--- src/rtl/bus_proc_pkg.sv ---
// Shared definitions for the shared-bus processor control unit: instruction
// field layout, opcode constants and the step-state encoding.
package bus_proc_pkg;

    localparam int unsigned NREG   = 8;    // general registers R0-R7
    localparam int unsigned IW     = 9;    // instruction width
    localparam int unsigned OPW    = 3;    // opcode field width
    localparam int unsigned RW     = 3;    // register-select field width
    localparam int unsigned OP_LSB = 6;    // opcode = instr[8:6]
    localparam int unsigned X_LSB  = 3;    // X      = instr[5:3]
    localparam int unsigned Y_LSB  = 0;    // Y      = instr[2:0]

    localparam logic [OPW-1:0] OP_MV  = 3'b000;
    localparam logic [OPW-1:0] OP_MVI = 3'b001;
    localparam logic [OPW-1:0] OP_ADD = 3'b010;
    localparam logic [OPW-1:0] OP_SUB = 3'b011;

    // HALT is only reachable when the illegal-opcode trap is built in
    typedef enum logic [2:0] {
        T0   = 3'd0,
        T1   = 3'd1,
        T2   = 3'd2,
        T3   = 3'd3,
        HALT = 3'd4
    } step_e;

endpackage

--- src/rtl/bus_proc_ctrl_dec3to8.sv ---
// 3-to-8 one-hot decoder with enable.
//   en     : when 0 the output is all zeros
//   sel    : 3-bit index
//   onehot : bit sel set when enabled
module dec3to8
    import bus_proc_pkg::*;
(
    input  logic            en,
    input  logic [RW-1:0]   sel,
    output logic [NREG-1:0] onehot
);

    always_comb begin
        onehot = '0;
        if (en) begin
            onehot[sel] = 1'b1;
        end
    end

endmodule

--- src/rtl/bus_proc_ctrl.sv ---
// Control unit for the shared-bus register-transfer datapath. Latches an
// instruction into IR when run is seen in T0 and sequences it over T1-T3,
// driving one-hot bus-source / register-load enables (Moore decode of step+IR).
// Optional build macro ILLEGAL_TRAP_EN: undefined opcodes trap into a sticky
// HALT state that raises illegal; otherwise they are one-cycle nops.
// Ports:
//   clk, reset      : clock, synchronous active-high reset
//   run, instr      : start request (sampled in T0) and instruction word
//   ir_in           : IR load enable
//   r_out / r_in    : one-hot register bus-drive / bus-load enables
//   din_out, g_out  : DIN / G drive the bus
//   a_in, g_in      : A loads bus, G loads adder result
//   addsub          : 0 = add, 1 = subtract (valid with g_in)
//   done            : final step of the instruction
//   illegal         : trapped on an undefined opcode
module bus_proc_ctrl
    import bus_proc_pkg::*;
(
    input  logic            clk,
    input  logic            reset,
    input  logic            run,
    input  logic [IW-1:0]   instr,
    output logic            ir_in,
    output logic [NREG-1:0] r_out,
    output logic [NREG-1:0] r_in,
    output logic            din_out,
    output logic            g_out,
    output logic            a_in,
    output logic            g_in,
    output logic            addsub,
    output logic            done,
    output logic            illegal
);

    step_e           state_q, state_d;
    logic [IW-1:0]   ir_q, ir_d;
    logic [OPW-1:0]  op;
    logic [RW-1:0]   fx, fy;
    logic [NREG-1:0] x_oh, y_oh;
    logic            busy;

    assign op   = ir_q[OP_LSB +: OPW];
    assign fx   = ir_q[X_LSB  +: RW];
    assign fy   = ir_q[Y_LSB  +: RW];
    assign busy = (state_q != T0);

    // Register selects are only meaningful once IR holds a live instruction
    dec3to8 u_dec_x (.en(busy), .sel(fx), .onehot(x_oh));
    dec3to8 u_dec_y (.en(busy), .sel(fy), .onehot(y_oh));

    // Reset gates ir_in so every output is quiet while reset is held
    assign ir_in = (state_q == T0) && run && !reset;
    assign ir_d  = ir_in ? instr : ir_q;

    // State and instruction register
    always_ff @(posedge clk) begin
        if (reset) begin
            state_q <= T0;
            ir_q    <= '0;
        end else begin
            state_q <= state_d;
            ir_q    <= ir_d;
        end
    end

    // Next-step sequencing
    always_comb begin
        state_d = state_q;
        case (state_q)
            T0: if (run) state_d = T1;
            T1: begin
                if (op == OP_ADD || op == OP_SUB) begin
                    state_d = T2;
                end else if (op == OP_MV || op == OP_MVI) begin
                    state_d = T0;
                end else begin
`ifdef ILLEGAL_TRAP_EN
                    state_d = HALT;
`else
                    state_d = T0;
`endif
                end
            end
            T2:      state_d = T3;
            T3:      state_d = T0;
`ifdef ILLEGAL_TRAP_EN
            HALT:    state_d = HALT;
`endif
            default: state_d = T0;
        endcase
    end

    // Moore output decode from step and IR
    always_comb begin
        r_out   = '0;
        r_in    = '0;
        din_out = 1'b0;
        g_out   = 1'b0;
        a_in    = 1'b0;
        g_in    = 1'b0;
        addsub  = 1'b0;
        done    = 1'b0;
        case (state_q)
            T1: begin
                case (op)
                    OP_MV: begin
                        r_out = y_oh;
                        r_in  = x_oh;
                        done  = 1'b1;
                    end
                    OP_MVI: begin
                        din_out = 1'b1;
                        r_in    = x_oh;
                        done    = 1'b1;
                    end
                    OP_ADD, OP_SUB: begin
                        r_out = x_oh;
                        a_in  = 1'b1;
                    end
                    default: begin
`ifdef ILLEGAL_TRAP_EN
                        done = 1'b0;
`else
                        done = 1'b1;
`endif
                    end
                endcase
            end
            T2: begin
                r_out  = y_oh;
                g_in   = 1'b1;
                addsub = (op == OP_SUB);
            end
            T3: begin
                g_out = 1'b1;
                r_in  = x_oh;
                done  = 1'b1;
            end
            default: ;
        endcase
    end

`ifdef ILLEGAL_TRAP_EN
    // HALT is left only through reset, so the state itself is the sticky flag
    assign illegal = (state_q == HALT);
`else
    assign illegal = 1'b0;
`endif

endmodule

--- config.mk ---
export PLATFORM = sky130hd
export DESIGN_NAME = bus_proc_ctrl
export DESIGN_NICKNAME = d
export VERILOG_FILES = /design/src/rtl/bus_proc_pkg.sv /design/src/rtl/bus_proc_ctrl_dec3to8.sv /design/src/rtl/bus_proc_ctrl.sv
export SDC_FILE = /design/constraint.sdc
export NUM_CORES = 1
export LEC_CHECK = 0
export BUFFER_PORTS_ARGS = -buffer_cell sky130_fd_sc_hd__buf_4
export CORE_UTILIZATION = 53
export CTS_BUF_LIST = sky130_fd_sc_hd__clkbuf_8
export CTS_CLUSTER_DIAMETER = 60
export CTS_CLUSTER_SIZE = 25
export DETAILED_ROUTE_END_ITERATION = 7
export PLACE_DENSITY = 0.91
export SLEW_MARGIN = 0
export SYNTH_ARGS = -nofsm -noshare
export SYNTH_HDL_FRONTEND = slang
export SYNTH_HIERARCHICAL = 1
export SYNTH_SLANG_ARGS = --single-unit
--- constraint.sdc ---
create_clock -name clk -period 4.1 [get_ports clk]
set_input_delay 0 -clock clk [delete_from_list [all_inputs] [get_ports clk]]
set_output_delay 0 -clock clk [all_outputs]
set_load 0.03 [all_outputs]
# Word level (Yosys, flattened, before mapping)
# Cells that the tools add are included.
# totals
reg_bits	12
latchBits	0
ram_bits	0
rom_bits	0
out_inout_bits	24
word_cells	46
memories	0
# classes
addsub	0
mul	0
div	0
n_lt_le_gt_ge	4
eq_ne	7
n_shift	0
muxes	22
bitwise	0
reduce_logical	11
# ops
op	count
$pmux W8 S2	3
$mux W8	3
$eq A3 B2 Y1 const B	4
$mux W1	10
$pmux W3 S3	1
$lt A3 B4 Y1 const B	2
$demux W1 S3	2
$eq A3 B1 Y1 const B	2
$ge A3 B1 Y1 const B	2
$logic_not A3 Y1	2
$logic_and A1 B1 Y1	4
$reduce_or A2 Y1	2
$mux W3	1
$reduce_bool A3 Y1	1
$mux W2	1
$ne A2 B2 Y1 const B	1
$pmux W1 S2	1
$logic_not A1 Y1	1
$logic_or A1 B1 Y1	1

# Depth between registers and ports, before layout
# Gate-level depths: netlist (run 1).
# depth
depth_word	7
depth_mapped	6

# Cells and area by module
# Netlist (run 1), hierarchy kept.
# modules_own_cells
module	n_inst	cells_each	area_per_inst_um2	seq_area_each_um2
bus_proc_ctrl	1	89	696.9	220.2
dec3to8 at u_dec_x	1	8	96.3	0.0
dec3to8 at u_dec_y	1	8	95.1	0.0

# Worst setup path before layout (run 1)
# Ideal clock, no wire load.
# synth_path
path_kind	reg-to-output
start	reg state_q[0]
end	out r_in[0]
arrival_ps	1606
required_time_ps	4100
setup_slack_ps	2494
stages_incl_launch_ff	6
path_buffers	0
cell_sequence	dfxtp_1 -> inv_1 -> ha_1 -> inv_1 -> nor4b_2 -> nor2b_1
# synth_via
elab_chain_cells	4
elab_cells_between_ends	6
# synth_rtl
element	line_no	text
start: declaration	bus_proc_ctrl.sv:35	step_e state_q, state_d;
start signal: assignment	bus_proc_ctrl.sv:61	state_q <= state_d;
$reduce_bool A3 Y1 (*)	bus_proc_ctrl.sv:45	assign busy = (state_q != T0);
via busy	bus_proc_ctrl.sv:40	logic busy;
$mux W8 (*)	bus_proc_ctrl_dec3to8.sv:15	if (en) begin
via x_oh[0]	bus_proc_ctrl.sv:39	logic [NREG-1:0] x_oh, y_oh;
$mux W8	bus_proc_ctrl.sv:105	case (op)
$pmux W8 S2 (*)	bus_proc_ctrl.sv:103	case (state_q)
end: declaration	bus_proc_ctrl.sv:25	output logic [NREG-1:0] r_in,
# The timed path passes the listed nets; every way through them passes the cells marked *.

# Worst setup path after layout (run 1)
# Same ends and word-level chain as after synthesis.

==> impl_metrics.ini, run 1 <==
[outcome]
status = finished clean

[placed_design]
gp_congestion = 0.805
io_buffers = 34
pre_cts_slack_ns = 2.46
hpwlAfterDp_um = 1570

[grt]
grt_max_degree = 17
grt_pass1_wl_um = 3370
antenna_found_initial = 0
grt_pass1_vias = 768
grtUsageTotal_pct = 23.6
grt.overflow.total = 0

[detailed_routing]
initialDrtViolationCount = 11
wl_per_cell_um = 13.3
vias = 869
drt-total-wl_um = 2050
routed_via_density = 5.64
top_layer = met4
wl_met2_um = 999
dr_wl_met3_um = 84
m1WireLength_um = 933
firstDrtPassIters = 4
ant_nets = 0
drc_errors = 0

[sta]
max_freq_mhz = 526
finalCritPeriodShare_pct = 46.4
rsz0062_at_grt = false
setup_slack_ns = 2.20
maxSlewViolCount = 0
fin_setup_tns_ns = 0
finClkSkew_ns = 0.00234
finalSetupViolations = 0
finalCriticalPeriod_ns = 1.90
finalHoldViolations = 0

[synthesis]
ys_ff_latch = 11
synth_fp_nets = 122
netlist-cell-type-count = 31
avgSynthCellArea_um2 = 8.46
yosys_warnings = 6
ys.flop_type = dfxtp_1
syn-cell-area_um2 = 888
synthCells = 105
synth_area_leaders = dfxtp_1 25%, nand2_1 8.0%, a22o_1 7.9%
seq_area_frac_synth_pct = 24.8
async_flop_share_pct = 0
yosysMostFrequentCell = nand2_1
synth_edf_count = 0
yosysTopAreaCell = dfxtp_1
netlist_top_cells_count = 19 x nand2_1, 11 x a21oi_1, 11 x dfxtp_1
netlist.area_leader.share_pct = 24.8

[worst_setup_path]
crit_path_end_kind = output pin
reg2reg_depth = 5
arrival_ns = 1.90
r2r_end = ir_q[7]$_SDFFE_PP0P_
crit_path_start = state_q[0]$_SDFFE_PP0P_
r2r_start = state_q[0]$_SDFFE_PP0P_
reg2reg_setup_slack_ns = 2.71
cp.required_ns = 4.10
critPathMaxFanout = 16
crit_end = r_in[0]
criticalPathCategory = register to output pin
startpoint_type = register

[die]
dieHeight_um = 42.9
start_util_pct = 57.6
rows = 14
core_area_um2 = 1540
die_width_um = 42.9
io_pins = 36
die_area_um2 = 1840

[layout]
syn_to_final_growth_pct = 32.7
drive_gt1_share_pct = 38.4
antennaDiodeCount = 0
nets = 156
fillers = 119

[clock_tree]
cts_resized = 0
cts_sinks = 11
cts_root_buf = clkbuf_8
clock_latency_ns = 0.23
htreeDepth = 1
cts_setup_buffers = 0
clkTransAtPathRegs_ns = 0.05
max-clock-path-buffers = 2
tritoncts = yes
cts_buffers = 3
postCtsHoldBufs = 0

[power]
vdd_drop_max_mv = 0.236
power_density_nw_per_um2 = 242
p_leak_nw = 0.553

[flow_run]
maxCapViolations = 0

[hold_path]
holdCritPathClass = primary input to register
layout make-up:
class                      count  area (µm²)  share of cell area, %
tap                           16        20.0                   1.70
clock inverter                 1        3.75                  0.318
sequential                    11         220                   18.7
clock buffer                   3        41.3                   3.50
inverter                       4        15.0                   1.27
timing repair buffer          34         255                   21.7
multi-input combinational     85         623                   52.9
worst max-delay path, cell delays in order, from the launching register on:
cell and delay [ns]:
dfxtp_1 0.41, inv_1 0.10, ha_1 0.25, inv_1 0.27, nor4b_2 0.28, nor2b_1 0.17
buf_4 0.17
through the flow:
step | power, mW | hold slack (ns) | area (µm²) | util, % | std cells
2_1_floorplan | 0.164 | 0.0691 | 888 | - | 105
6_report | 0.285 | 0.0142 | 1180 | 76.5 | 154
3_5_place_dp | 0.185 | 0.258 | 1130 | 73.5 | 150
5_1_grt | 0.299 | 0.00887 | 1180 | 76.5 | 154
3_3_place_gp | 0.182 | 0.247 | 1130 | 73.5 | 150
4_1_cts | 0.290 | 0.00552 | 1180 | 76.5 | 154
worst min-delay path by stage:
| stage | startpoint | endpoint | slack (ns) | depth (start not counted) |
|---|---|---|---|---|
| 2_1_floorplan | reset | ir_q[2]$_SDFFE_PP0P_ | 0.07 | 1 |
| 3_3_place_gp | instr[5] | ir_q[5]$_SDFFE_PP0P_ | 0.25 | 3 |
| 4_1_cts | instr[5] | ir_q[5]$_SDFFE_PP0P_ | 0.006 | 3 |
| 3_5_place_dp | instr[7] | ir_q[7]$_SDFFE_PP0P_ | 0.26 | 3 |
| 5_1_grt | instr[1] | ir_q[1]$_SDFFE_PP0P_ | 0.009 | 3 |
| 6_report | instr[1] | ir_q[1]$_SDFFE_PP0P_ | 0.01 | 3 |
routing by layer:
layer	track usage, %	vias up
li1	-	449
met5	0	-
met1	30.1	386
met3	1.28	3
met4	10.9	0
met2	40.3	31
sequential cells by signal, summed over array words and instances, names as in the netlist:
signal and flops:
state_q 2, ir_q 9
placed cells by master (no fill, tap or decap):
cell type / netlist / routed
and4bb_2: 4 / 4
nor4b_1: 1 / 1
and4b_1: 1 / 1
and2_1: 2 / 2
nor4b_2: 2 / 2
a21oi_1: 11 / 11
and4_2: 2 / 2
o21a_1: 1 / 1
a22o_1: 8 / 8
clkbuf_8: 0 / 3
buf_4: 1 / 34
ha_1: 5 / 5
and4bb_1: 2 / 2
and3b_1: 1 / 1
and4b_2: 5 / 5
and3_1: 1 / 1
nor2b_1: 8 / 8
nand2b_1: 2 / 2
and2b_2: 1 / 1
and2_4: 1 / 1
o21bai_1: 1 / 1
nor2_1: 2 / 2
dfxtp_1: 11 / 11
nor3b_1: 1 / 1
or2_2: 1 / 1
conb_1: 1 / 1
a21o_1: 1 / 1
inv_1: 4 / 5
a311oi_1: 1 / 1
nand2_1: 19 / 19
kinds of logic after synthesis:
| logic type | after synthesis | share of synthesized area [%] |
|---|---|---|
| fa+ha+maj | 5 | 7.04 |
| flops | 11 | 24.8 |
| other cells | 1 | 0.422 |
| simple gates | 56 | 45.1 |
| compound gates | 23 | 17.6 |
| buf+inv | 9 | 5.07 |
power by group:
part / internal (mW) / leakage [nW] / total (mW) / switching (mW)
sequential: 0.114 / 0.0903 / 0.126 / 0.0117
clock: 0.0653 / 0.0269 / 0.102 / 0.0364
combinational: 0.0264 / 0.436 / 0.0578 / 0.0314
total: 0.206 / 0.553 / 0.285 / 0.0795
Power figures use the tool's default switching activity.
==> inputs of run 2 (changes only) <==
CORE_UTILIZATION = 49   (was 53)
PLACE_DENSITY = 0.85   (was 0.91)
clock period = 1.95 ns   (was 4.1 ns; I/O delays follow)
==> run 2 against run 1 <==
Via count is 3.8% higher. Register-to-register slack worse by 2.2 ns. Highest routed layer unchanged. Total power is 120% higher. Worst setup slack worse by 2.1 ns. Sequential share of layout area is 0.43 points lower. Critical endpoint is now r_out[2]. Worst hold slack worse by 0.0057 ns. Cell count is 6.5% higher. Count of clock-buffer cells in the layout stayed put. Largest cell class unchanged.
==> impl_metrics.ini, run 2 (same netlist as run 1, synthesis figures left out) <==
[outcome]
status = finished clean

[die]
io_pins = 36
start_util_pct = 52.0
die_width_um = 44.6
rows = 15
core_area_um2 = 1710
dieHeight_um = 44.6
die_area_um2 = 1990

[clock_tree]
clock_latency_ns = 0.24
cts_root_buf = clkbuf_8
cts_sinks = 11
postCtsHoldBufs = 0
htreeDepth = 1
tritoncts = yes
cts_buffers = 3
max-clock-path-buffers = 2
clkTransAtPathRegs_ns = 0.05

[detailed_routing]
initialDrtViolationCount = 13
drc_errors = 0
drt-total-wl_um = 2120
ant_nets = 0
firstDrtPassIters = 4
routed_via_density = 5.50
vias = 902
wl_per_cell_um = 12.9

[sta]
setup_slack_ns = 0.135
finalCriticalPeriod_ns = 1.81
fin_setup_tns_ns = 0
maxSlewViolCount = 0
finClkSkew_ns = 0.000295
max_freq_mhz = 551
finalHoldViolations = 0
finalCritPeriodShare_pct = 93.1
rsz0062_at_grt = false
finalSetupViolations = 0

[worst_setup_path]
critPathMaxFanout = 8
crit_path_end_kind = output pin
worst-path-buf-inv = 2
path_delay_family = compound AO/OA/AOI/OAI gates
startpoint_type = register
critical_path.slowest_cell = dfxtp_1
max_stage_delay_ns = 0.36
reg2reg_setup_slack_ns = 0.54
cp.required_ns = 1.95
path_cells = inv_1 > ha_1 > nor4b_1 > o21a_1 > a22o_1 > buf_4
criticalPathCategory = register to output pin
arrival_ns = 1.81

[grt]
antenna_found_initial = 0
grtUsageTotal_pct = 22.7
grt.overflow.total = 0
grt_pass1_wl_um = 3310
grt_max_degree = 17
grt_pass1_vias = 757

[power]
vdd_drop_max_mv = 0.600
p_leak_nw = 0.545
p_total_mw = 0.615
power_density_nw_per_um2 = 510

[placed_design]
gp_congestion = 0.703
hpwlAfterDp_um = 1560
pre_cts_slack_ns = 0.307
io_buffers = 34

[layout]
antennaDiodeCount = 0
fillers = 143
reg_top3 = ir_q x9, state_q x2
final_common_cell = buf_4
drive_gt1_share_pct = 41.0
largest_reg_flops = 9
regMostFlops = ir_q
layout_common_cells = 34 x buf_4, 19 x nand2_1, 11 x a21oi_1, 11 x dfxtp_1
syn_to_final_growth_pct = 35.8
nets = 157

[hold_path]
holdCritPathClass = primary input to register

[flow_run]
maxCapViolations = 0
run 2: cell types whose count changed in the layout (fill, tap and decap cells not counted):
cell / delta
nor2_2: +1
ha_2: +1
clkinvlp_4: +2
inv_1: -1
nor2_1: -1
ha_1: -1
run 2: worst reg2reg max path: stages, from the launching register on:
cell	delay, ns
dfxtp_1	0.34
inv_1	0.11
ha_2	0.28
nand2_1	0.25
a21o_1	0.23
a21oi_1	0.12
run 2: area by class of cell:
cell class | instances | area (µm²) | area share, %
well taps | 25 | 31.3 | 2.59
clock inverters | 1 | 3.75 | 0.311
flip-flops and latches | 11 | 220 | 18.3
repair buffers | 34 | 255 | 21.2
repair inverters | 1 | 7.51 | 0.622
multi-input cells | 85 | 628 | 52.1
clock buffers | 3 | 41.3 | 3.42
inverters | 4 | 18.8 | 1.56
run 2: path summary, 6_finish.rpt:
kind,start,end,depth (start not counted)
min,instr[7],ir_q[7]$_SDFFE_PP0P_,3
max,state_q[1]$_SDFFE_PP0P_,r_out[2],6
min reg2reg,ir_q[7]$_SDFFE_PP0P_,ir_q[7]$_SDFFE_PP0P_,2
max reg2reg,state_q[0]$_SDFFE_PP0P_,state_q[0]$_SDFFE_PP0P_,5
run 2: routing by layer:
layer	share of wire (%)	routed length, µm	global-route usage, %	vias up
met5	0	0	0	-
met4	1.8	38	12.7	0
met3	4.3	91	1.22	4
met2	51	1080	39.1	34
met1	43	913	28.0	413
li1	-	-	-	451
run 2: per-stage QoR:
step	hold slack, ns	cell area (µm²)	utilization (%)	cells
floorplan	0.0691	888	-	105
global placement	0.249	1140	67.0	159
detailed placement	0.255	1140	67.0	159
CTS	0.00738	1190	69.7	163
global route	0.0193	1210	70.6	164
finish	0.00857	1210	70.6	164
run 2: timing repair:
action                     CTS  global route
gates resized for setup      0             4
setup endpoints to repair    0            16
buffers inserted             0             0
run 2: power breakdown:
part	internal [mW]	total, mW	leakage (nW)	switching (mW)
combinational	0.0580	0.128	0.428	0.0701
sequential	0.239	0.264	0.0903	0.0247
clock	0.138	0.223	0.0269	0.0846
total	0.435	0.615	0.545	0.179
